--- src/rtl/i2c_arb_pkg.sv ---
// Shared types and constants for the I2C master request arbiter.
package i2c_arb_pkg;

  localparam int unsigned DEVADR_W      = 7;
  localparam int unsigned REGADR_W      = 8;
  localparam int unsigned DATNUM_W      = 16;
  localparam int unsigned DAT_W         = 8;
  localparam int unsigned DEF_MIN_WAIT  = 7;
  localparam int unsigned DEF_START_TMO = 255;

  typedef enum logic [2:0] {
    ST_IDLE  = 3'd0,
    ST_GRANT = 3'd1,
    ST_START = 3'd2,
    ST_RUN   = 3'd3,
    ST_DONE  = 3'd4
  } state_e;

  // Transfer descriptor latched from the granted requester.
  typedef struct packed {
    logic                rw;
    logic                ur;
    logic [DEVADR_W-1:0] devadr;
    logic [REGADR_W-1:0] regadr;
    logic [DATNUM_W-1:0] datnum;
  } cmd_t;

endpackage

--- src/rtl/rr_arbiter.sv ---
// Combinational round-robin pick: search starts one past the pointer and wraps.
module rr_arbiter #(
  parameter int unsigned NREQ  = 2,
  parameter int unsigned IDX_W = 1
) (
  input  logic [NREQ-1:0]  req,
  input  logic [IDX_W-1:0] pointer,
  output logic [NREQ-1:0]  winner,
  output logic [IDX_W-1:0] idx
);

  int unsigned      cand;
  logic [IDX_W-1:0] cidx;
  logic             found;

  always_comb begin
    winner = '0;
    idx    = '0;
    cand   = 0;
    cidx   = '0;
    found  = 1'b0;
    for (int unsigned i = 1; i <= NREQ; i++) begin
      cand = (32'(pointer) + i) % NREQ;
      cidx = IDX_W'(cand);
      if (!found && req[cidx]) begin
        found        = 1'b1;
        winner[cidx] = 1'b1;
        idx          = cidx;
      end
    end
  end

endmodule

--- src/rtl/i2c_req_arbiter.sv ---
// Shares one i2c_mmaster between NREQ requesters with round-robin arbitration,
// latching the winner's descriptor and routing data strobes back to it.
module i2c_req_arbiter
  import i2c_arb_pkg::*;
#(
  parameter int unsigned NREQ      = 2,
  parameter int unsigned MIN_WAIT  = DEF_MIN_WAIT,
  parameter int unsigned START_TMO = DEF_START_TMO
) (
  input  logic                     clock_i,
  input  logic                     reset_ni,
  input  logic [NREQ-1:0]          req_i,
  input  logic [NREQ-1:0]          rw_i,
  input  logic [NREQ-1:0]          ur_i,
  input  logic [DEVADR_W*NREQ-1:0] devadr_i,
  input  logic [REGADR_W*NREQ-1:0] regadr_i,
  input  logic [DATNUM_W*NREQ-1:0] datnum_i,
  input  logic [DAT_W*NREQ-1:0]    wdat_i,
  output logic [NREQ-1:0]          gnt_o,
  output logic [NREQ-1:0]          done_o,
  output logic [NREQ-1:0]          err_o,
  output logic [DAT_W-1:0]         rdat_o,
  output logic [NREQ-1:0]          dvalid_o,
  output logic [NREQ-1:0]          newdat_o,
  output logic                     m_enable_o,
  output logic                     m_rw_o,
  output logic                     m_ur_o,
  output logic [DEVADR_W-1:0]      m_devadr_o,
  output logic [REGADR_W-1:0]      m_regadr_o,
  output logic [DATNUM_W-1:0]      m_datnum_o,
  output logic [DAT_W-1:0]         m_dat_o,
  input  logic [DAT_W-1:0]         m_dat_i,
  input  logic                     m_busy_i,
  input  logic                     m_dvalid_i,
  input  logic                     m_newdat_i
);

  localparam int unsigned IDX_W   = (NREQ > 1) ? $clog2(NREQ) : 1;
  localparam int unsigned CNT_MAX = (START_TMO > MIN_WAIT) ? START_TMO : MIN_WAIT;
  localparam int unsigned CNT_W   = $clog2(CNT_MAX + 1);

  logic [DEVADR_W-1:0] devadr_a [NREQ];
  logic [REGADR_W-1:0] regadr_a [NREQ];
  logic [DATNUM_W-1:0] datnum_a [NREQ];
  logic [DAT_W-1:0]    wdat_a   [NREQ];

  for (genvar k = 0; k < NREQ; k++) begin : g_unpack
    assign devadr_a[k] = devadr_i[DEVADR_W*k +: DEVADR_W];
    assign regadr_a[k] = regadr_i[REGADR_W*k +: REGADR_W];
    assign datnum_a[k] = datnum_i[DATNUM_W*k +: DATNUM_W];
    assign wdat_a[k]   = wdat_i[DAT_W*k +: DAT_W];
  end

  state_e           state_q, state_d;
  logic [IDX_W-1:0] ptr_q, ptr_d;
  logic [IDX_W-1:0] sel_q, sel_d;
  logic [NREQ-1:0]  gnt_q, gnt_d;
  logic [NREQ-1:0]  done_q, done_d;
  logic [NREQ-1:0]  err_q, err_d;
  logic             en_q, en_d;
  logic [CNT_W-1:0] cnt_q, cnt_d;
  cmd_t             cmd_q, cmd_d;

  logic [NREQ-1:0]  win;
  logic [IDX_W-1:0] win_idx;

  rr_arbiter #(
    .NREQ  (NREQ),
    .IDX_W (IDX_W)
  ) u_rr (
    .req     (req_i),
    .pointer (ptr_q),
    .winner  (win),
    .idx     (win_idx)
  );

  // State and registered outputs.
  always_ff @(posedge clock_i or negedge reset_ni) begin
    if (!reset_ni) begin
      state_q <= ST_IDLE;
      ptr_q   <= IDX_W'(NREQ - 1);
      sel_q   <= '0;
      gnt_q   <= '0;
      done_q  <= '0;
      err_q   <= '0;
      en_q    <= 1'b0;
      cnt_q   <= '0;
      cmd_q   <= '0;
    end else begin
      state_q <= state_d;
      ptr_q   <= ptr_d;
      sel_q   <= sel_d;
      gnt_q   <= gnt_d;
      done_q  <= done_d;
      err_q   <= err_d;
      en_q    <= en_d;
      cnt_q   <= cnt_d;
      cmd_q   <= cmd_d;
    end
  end

  // Next state; done/err are computed on the edge into DONE so they last one cycle.
  always_comb begin
    state_d = state_q;
    ptr_d   = ptr_q;
    sel_d   = sel_q;
    gnt_d   = gnt_q;
    done_d  = '0;
    err_d   = '0;
    en_d    = en_q;
    cnt_d   = cnt_q;
    cmd_d   = cmd_q;
    unique case (state_q)
      ST_IDLE: begin
        if (|req_i) begin
          state_d      = ST_GRANT;
          gnt_d        = win;
          ptr_d        = win_idx;
          sel_d        = win_idx;
          cmd_d.rw     = rw_i[win_idx];
          cmd_d.ur     = ur_i[win_idx];
          cmd_d.devadr = devadr_a[win_idx];
          cmd_d.regadr = regadr_a[win_idx];
          cmd_d.datnum = datnum_a[win_idx];
        end
      end
      ST_GRANT: begin
        if (cmd_q.datnum == '0) begin
          state_d = ST_DONE;
          done_d  = gnt_q;
          err_d   = gnt_q;
        end else begin
          state_d = ST_START;
          en_d    = 1'b1;
          cnt_d   = '0;
        end
      end
      ST_START: begin
        if (m_busy_i) begin
          state_d = ST_RUN;
          en_d    = 1'b0;
          cnt_d   = '0;
        end else if (cnt_q == CNT_W'(START_TMO - 1)) begin
          state_d = ST_DONE;
          en_d    = 1'b0;
          done_d  = gnt_q;
          err_d   = gnt_q;
        end else begin
          cnt_d = cnt_q + CNT_W'(1);
        end
      end
      ST_RUN: begin
        // Ignore an early low busy until the master has had MIN_WAIT cycles to respond.
        if (cnt_q == CNT_W'(MIN_WAIT)) begin
          if (!m_busy_i) begin
            state_d = ST_DONE;
            done_d  = gnt_q;
          end
        end else begin
          cnt_d = cnt_q + CNT_W'(1);
        end
      end
      ST_DONE: begin
        state_d = ST_IDLE;
        gnt_d   = '0;
      end
      default: begin
        state_d = ST_IDLE;
      end
    endcase
  end

  assign gnt_o      = gnt_q;
  assign done_o     = done_q;
  assign err_o      = err_q;
  assign m_enable_o = en_q;
  assign m_rw_o     = cmd_q.rw;
  assign m_ur_o     = cmd_q.ur;
  assign m_devadr_o = cmd_q.devadr;
  assign m_regadr_o = cmd_q.regadr;
  assign m_datnum_o = cmd_q.datnum;

  // Data path pass-through to and from the granted requester.
  assign m_dat_o  = wdat_a[sel_q];
  assign rdat_o   = m_dat_i;
  assign dvalid_o = {NREQ{m_dvalid_i}} & gnt_q;
  assign newdat_o = {NREQ{m_newdat_i}} & gnt_q;

endmodule

--- config.mk ---
export PLATFORM = sky130hd
export DESIGN_NAME = i2c_req_arbiter
export DESIGN_NICKNAME = d
export VERILOG_FILES = /design/src/rtl/i2c_arb_pkg.sv /design/src/rtl/rr_arbiter.sv /design/src/rtl/i2c_req_arbiter.sv
export SDC_FILE = /design/constraint.sdc
export NUM_CORES = 1
export LEC_CHECK = 0
export CELL_PAD_IN_SITES_DETAIL_PLACEMENT = 1
export CELL_PAD_IN_SITES_GLOBAL_PLACEMENT = 2
export CORE_MARGIN = 1
export CORE_UTILIZATION = 19
export DETAILED_ROUTE_END_ITERATION = 10
export PLACE_DENSITY_LB_ADDON = 0.1
export SYNTH_ARGS = -nofsm -noshare
export SYNTH_HDL_FRONTEND = slang
export SYNTH_SLANG_ARGS = --single-unit
--- constraint.sdc ---
create_clock -name clock_i -period 1.7 [get_ports clock_i]
set_input_delay 0.17 -clock clock_i [delete_from_list [all_inputs] [get_ports clock_i]]
set_output_delay 0.17 -clock clock_i [all_outputs]
set_load 0.005 [all_outputs]
==> impl_metrics.yaml <==
status:
  status: "finished, final reports clean"
sta:
  fin_skew_ps: 6.18
  slew_headroom: 0.684
  postLayoutSetupSlackWorst_ps: 60.6
  slew_violations: 0
  finalSetupViolations: 0
  worst_pin_slew_ps: 468
  fin_crit_sh: 0.964
  hold_viol: 0
  period_needed_ps: 1640
  clock.fmax_mhz: 610
  grt_setup_unrepaired: "yes"
worst_setup_path:
  critPathKind: "flop to flop"
  endpoint_kind: "flop"
  worstPathArrival_ps: 1830
  crit_chain: "nor3_1 > o21a_2 > buf_4 > mux2_2"
  crit_buf_inv: 1
  cp_slowest_cell: "dfrtp_1"
  worstPathMaxFanout: 6
  ff2ff_path_depth: 4
  startpoint_type: "flop"
  critical_path_required_ps: 1890
  crit_family: "flip-flops"
  slowest_delay_ps: 450
  path_depth: 4
drt:
  ant_nets: 0
  via_count: 2739
  post_drt_wl_per_cell_um: 15.3
  post_drt_via_cell_ratio: 4.32
  totalWireLength_mm: 9.71
  first_iter_violations: 57
  drt-pass1-iter-count: 5
  drc: 0
synthesis:
  yosysWarnings: 0
  syn_nets: 382
  synth_top_cell_by_area: "dfrtp_1"
  synth_cells: 283
  synth_most_common_cell: "dfrtp_1"
  yosysTopAreaCellShare: 0.463
  synth_ff_type: "dfrtp_1"
  seq_area_frac_synth: 0.472
  ys_async_sr_fraction: 1.00
  synth_area_leaders: "dfrtp_1 (46%), mux2i_1 (12%), a21oi_1 (6.6%)"
  synth_area_mm2: 0.00281
  syn_avg_cell_area_um2: 9.94
  synth_seq_cells: 53
  synth_edf_count: 0
  ys_top_cells_by_count: "dfrtp_1 (52), nor2_1 (42), a21oi_1 (37)"
  ys_types: 43
cts:
  cts_max_path_buffers: 2
  h-tree-depth: 2
  cts.clk_slew.worst_paths_ps: 70
  cts_tree: "done"
  clock_latency_ps: 310
  cts.sinks: 53
  cts_buffers: 5
  ctsRootBufferMaster: "clkbuf_16"
floorplan:
  die_w_um: 124
  fp.dieH_um: 124
  rows: 44
  io_pins: 157
  dieArea_mm2: 0.0153
  initial_core_util: 0.194
  coreArea_mm2: 0.0145
power_and_ir_drop:
  powerDensity_mw_per_mm2: 1290
  ir_worst_vdd_v: 0.000433
  pwr-share-clk: 0.165
  p_switching_mw: 2.16
  power.share.combinational: 0.488
  swShare: 0.341
  power.leakage_nw: 2.03
  p_int_mw: 4.17
  power_frac_seq: 0.347
  power_mw: 6.33
layout:
  area_growth_pct: 75.0
  layout-drive-gt1-share: 0.189
  n_antenna_cell: 0
  post-route-util: 0.340
  finalNetCount: 548
place:
  place_ws_ps: -168
  dpl.hpwl_mm: 7.26
  gp_congestion: 0.772
  portBuffers: 140
global_route:
  grt_max_degree: 54
  grt_use_total: 0.130
  grt_overflow: 0
  grt_pass1_vias: 2742
  antenna_found_initial: 0
  grt_pass1_wl_mm: 14.7
hold_path:
  min_path_type: "primary input to output port"
  hold_depth: 0
run:
  cap_violations: 0
-- per-stage QoR --
stage	hold WS [ps]	setup TNS (ps)	area (um^2)	cells
final	340	0	4920	634
after global routing	340	-235	4920	634
after CTS	340	-60.4	4830	628
after detailed placement	206	-1580	4600	616
after global placement	210	-1270	4600	616
after floorplan	-126	0	2810	283
-- per-layer routing --
layer	up-vias	wire length, um	global-route usage
li1	1325	-	-
met1	1320	4110	0.159
met5	-	0	0
met2	82	4580	0.198
met3	12	778	0.0504
met4	0	238	0.0633
-- power by group through the flow --
stage          Sequential, mW  Combinational [mW]  Clock (mW)
2_1_floorplan            2.14                1.14           0
3_3_place_gp             2.18                2.97           0
3_5_place_dp             2.19                2.99           0
4_1_cts                  2.19                3.10        1.11
5_1_grt                  2.28                3.40        1.15
6_report                 2.20                3.09        1.04
-- cell families after synthesis --
family,synth area share
flip-flops,0.472
AND/OR/NAND/NOR,0.161
buffers and inverters,0.0578
multiplexers,0.157
adder cells (fa/ha/maj),0.00890
AO/OA/AOI/OAI,0.140
XOR/XNOR,0.00311
-- final timing paths --
kind                                            from                        end  slack, ps
max                           state_q[0]$_DFFE_PN0P_          sel_q$_DFFE_PN0P_         60
min                                       m_dat_i[4]                  rdat_o[4]        340
min in group asynchronous                   reset_ni  m_datnum_o[8]$_DFFE_PN0P_        420
max in group asynchronous                   reset_ni          ptr_q$_DFFE_PN1P_        990
max reg2reg                   state_q[0]$_DFFE_PN0P_          sel_q$_DFFE_PN0P_         60
min reg2reg                m_regadr_o[2]$_DFFE_PN0P_  m_regadr_o[2]$_DFFE_PN0P_        530
-- worst reg2reg max path, delay by kind of cell, from the launching register on --
kind	cells	cell delay [ps]
flops	1	450
mux	1	320
buf+inv	1	140
compound gates	1	300
simple gates	1	320
-- registers in the layout, indices dropped and copies added, names as in the netlist, 2 cells and up --
signal,cells
done_o,2
gnt_o,2
cnt_q,8
m_regadr_o,8
m_devadr_o,7
state_q,3
err_o,2
m_datnum_o,16
-- cells in the final DEF, fill, tap and decap left out, types with 2 or more instances in the layout --
| cell type | count |
|---|---|
| a21oi_1 | 37 |
| and2_1 | 8 |
| buf_12 | 4 |
| buf_4 | 34 |
| buf_6 | 3 |
| clkbuf_16 | 5 |
| clkdlybuf4s50_1 | 131 |
| clkinv_2 | 2 |
| dfrtp_1 | 51 |
| dlygate4sd2_1 | 8 |
| ha_2 | 2 |
| inv_1 | 5 |
| mux2_2 | 10 |
| mux2i_1 | 33 |
| nand2_1 | 11 |
| nand2b_1 | 5 |
| nand3_1 | 3 |
| nand4_1 | 2 |
| nor2_1 | 41 |
| nor2b_1 | 3 |
| nor3_1 | 5 |
| nor4_2 | 2 |
| nor4_4 | 2 |
| o21ai_0 | 5 |
| o21ai_1 | 3 |
| o21ai_2 | 2 |
| o31ai_2 | 2 |
-- what timing repair did --
| action | CTS | global route |
|---|---|---|
| buffers inserted | 3 | 6 |
| hold endpoints to repair | 52 | 0 |
| setup endpoints to repair | 21 | 17 |
| pin swaps | 2 | 3 |
| hold buffers | 1 | 0 |
| resized for setup | 20 | 15 |
-- final cells by class --
cell class,count,area [um^2]
fillers,1647,9560
inverters,5,18.8
clock buffers,5,125
well taps,184,230
multi-input cells,202,1440
flip-flops and latches,53,1330
repair buffers,182,1770
clock inverters,3,17.5
No activity file was read; power rests on OpenSTA's default activity.
==> variant 1 (config.mk and constraints unchanged) <==
The package constant `DEF_START_TMO` goes from 255 to 510.
--- a/src/rtl/i2c_arb_pkg.sv
+++ b/src/rtl/i2c_arb_pkg.sv
@@ -7,5 +7,5 @@
   localparam int unsigned DAT_W         = 8;
   localparam int unsigned DEF_MIN_WAIT  = 7;
-  localparam int unsigned DEF_START_TMO = 255;
+  localparam int unsigned DEF_START_TMO = 510;
 
   typedef enum logic [2:0] {
Function: same outputs for any inputs over 10 cycles, from zero or initial values and one cycle with reset_ni low; that may be too few to reach the edited logic, so the function may still have changed.
==> variant 1 against the original RTL <==
- hold slack unchanged
- final cell count up 0.95%
- routed wire length up 5.7%
- synthesized area down 0.22%
- die area down 0.22%
- utilization up 0.38 points
- power up 2.4%
- final area up 1.1%
- sequential cell count up 1
- first-iteration DRC count up 39%
- setup slack worse by 32 ps
- critical path type unchanged
- critical endpoint is now cnt_q[6]$_DFFE_PN0P_
==> variant 1: results (changes against the original RTL) <==
metric,value,unit,change
outcome,completed,,
yosys-top-cells-count,"dfrtp_1, o21ai_0, nand2_1",,
multi_input_cells,209,,+3.5%
drt-met1-wl,4310,µm,+5.0%
sh_seq_area,0.272,,+0.00204
pwr-share-clk,0.163,,-0.002
wl_met2,4970,µm,+8.5%
seq_cell_count,54,,+1.9%
cts_resized,22,,+10%
dr_wl_met3,844,µm,+8.5%
cp_max_fo,4,,-2
rr_worst_depth,8,,+4
groute.usage.overall,0.140,,+0.0106
fillers,1656,,+0.55%
via_per_inst,4.30,,-0.47%
swShare,0.338,,-0.00361
synth_cell_type_count,39,,-9.3%
dr.pass1.iters,4,,-1
clock_buffers,7,,+2
grt_pass1_wl,15900,µm,+8.2%
synth_area_leaders,"dfrtp_1, mux2i_1, o21ai_0, nand2_1, mux2_2",,
cts_setup_buffers,5,,+2
clkCellAreaFrac,0.0297,,+0.000685
slew_headroom,0.786,,+0.102
crit_start,cnt_q[1]$_DFFE_PN0P_,,
[variant 1: cell types whose count changed after synthesis, sizes merged, moves of 4 or more]
cell    delta
o21ai     +41
a21oi     -31
nand2     +30
nor2      -29
buf        -8
a22oi      +7
clkbuf     +7
mux2i      -5
nor3       -5
a31oi      +4
[variant 1: worst min-delay path by stage]
stage / startpoint / to / cells after the start
floorplan: reset_ni / cnt_q[0]$_DFFE_PN0P_ / 0
global placement: reset_ni / m_devadr_o[1]$_DFFE_PN0P_ / 2
detailed placement: reset_ni / m_devadr_o[1]$_DFFE_PN0P_ / 2
CTS: m_dat_i[0] / rdat_o[0] / 0
global route: m_dat_i[1] / rdat_o[1] / 0
finish: m_dat_i[1] / rdat_o[1] / 0
[variant 1: kinds of logic after synthesis]
group | Yosys count | synth area share
AO/OA/AOI/OAI | 85 | 0.178
AND/OR/NAND/NOR | 86 | 0.151
adder cells (fa/ha/maj) | 2 | 0.00892
flip-flops | 54 | 0.482
multiplexers | 36 | 0.132
buffers and inverters | 25 | 0.0486
==> variant 2 (config.mk and constraints unchanged) <==
Made on the original files. Reset style: synchronous (`reset_ni`), changed in one clocked block.
--- a/src/rtl/i2c_req_arbiter.sv
+++ b/src/rtl/i2c_req_arbiter.sv
@@ -76,5 +76,5 @@
 
   // State and registered outputs.
-  always_ff @(posedge clock_i or negedge reset_ni) begin
+  always_ff @(posedge clock_i) begin
     if (!reset_ni) begin
       state_q <= ST_IDLE;
Behaviour: differs if reset_ni is asserted again (counterexample within 4 cycles, from zero or initial values and one cycle with reset_ni low); with reset_ni held inactive, the same outputs for 10 cycles.
==> variant 2 against the original RTL <==
- the run now ends with setup timing left
- routed wire length down 0.13%
- combinational power down 47%
- final cell count up 1.6%
- setup slack worse by 130 ps
- global-route usage up 0.34 points
- sequential cell count unchanged
- synthesized area down 4.9%
- final area about the same
- die area down 4.8%
- count of clock-buffer cells in the layout up 2
- power down 33%
- critical endpoint is now cnt_q[1]$_SDFFE_PN0P_
- largest cell class unchanged
- largest power group unchanged
- highest routed layer unchanged
==> variant 2: results (changes against the original RTL) <==
metric,value,unit,change
outcome,finished with violations,,
violations,setup timing,,
routed_wl,9700,µm,-0.13%
cts_setup_buffers,2,,-1
switchingPower,0.00128,W,-41%
finalNetCount,566,,+3.3%
synth_cell_type_count,48,,+12%
placed_cell_area,4560,µm²,-0.93%
worstHoldEndpoint,rdat_o[5],,
r2r_end,cnt_q[1]$_SDFFE_PN0P_,,
cpMaxStageDelayCell,or4_4,,
worstReg2RegStart,cnt_q[7]$_SDFFE_PN0P_,,
clock-root-buffer,clkbuf_16,,
seq_area_frac_synth,0.397,,-0.0753
synth_fp_nets,391,,+2.4%
first_global_vias,2941,,+7.3%
async_reset_ff_frac,0,,-1.00
dp_hpwl,7440,µm,+2.5%
grt_pass1_wl,15000,µm,+2.5%
synthFlopType,dfxtp_1,,
met2_usage,0.224,,+0.0262
synth_area_leaders,"dfxtp_1, mux2i_1, a211oi_1, nor2_1, mux2_2",,
path_delay_family,simple AND/OR/NAND/NOR gates,,
cts.clk_slew.worst_paths,70,ps,about the same
place_ws,-44.2,ps,+123 ps
worst_ir_drop_vdd,0.382,mV,-12%
drt-met1-wl,4120,µm,+0.29%
num_vias,2793,,+2.0%
dr_wl_met3,762,µm,-2.1%
grt_use_met1,0.153,,-0.00628
dp_cells,628,,+1.9%
r2r_setup_slack,-70,ps,-130 ps
fillers,1556,,-5.5%
p_leak,1.82,nW,-11%
yosys-top-cells-count,"dfxtp_1, nor2_1, a211oi_1",,
groute.usage.overall,0.133,,+0.00344
grt_max_degree,35,,-35%
syn_area_per_cell,9.16,µm²,-7.8%
drive_gt1_frac,0.235,,+0.0462
finalWorstSetupSlack,-66.5,ps,-127 ps
hp-start,m_dat_i[5],,
gp_congestion,0.754,,-2.4%
fin_setup_tns,-239,ps,-239 ps
wl_per_cell,15.1,µm,-1.7%
worst_clock_skew,4.12,ps,-2.07 ps
rr_worst_depth,6,,+2
wl_met2,4680,µm,+2.1%
slew_headroom,0.734,,+0.0494
setup_viol,5,,+5
## variant 2: cells by family after synthesis
group                      share of synthesized area
AOI/OAI and AO/OA                              0.196
muxes                                          0.161
and+or+nand+nor                                0.174
adders and majority gates                    0.00935
DFF                                            0.397
buffers and inverters                         0.0636
## variant 2: cell type report
type / count / area [µm²] / area share
clock inverter: 1 / 7.51 / 0.00153
inverter: 7 / 26.3 / 0.00534
timing repair buffer: 194 / 1850 / 0.377
clock buffer: 7 / 133 / 0.0270
multi-input combinational: 206 / 1600 / 0.326
sequential: 53 / 1070 / 0.219
tap: 176 / 220 / 0.0448
## variant 2: power by group through the flow
stage          Sequential [W]  Clock [W]  Combinational [W]
6_report              0.00154    0.00104            0.00164
2_1_floorplan         0.00156          0           0.000642
3_3_place_gp          0.00156          0            0.00156
4_1_cts               0.00153    0.00110            0.00161
5_1_grt               0.00157    0.00115            0.00179
3_5_place_dp          0.00156          0            0.00157
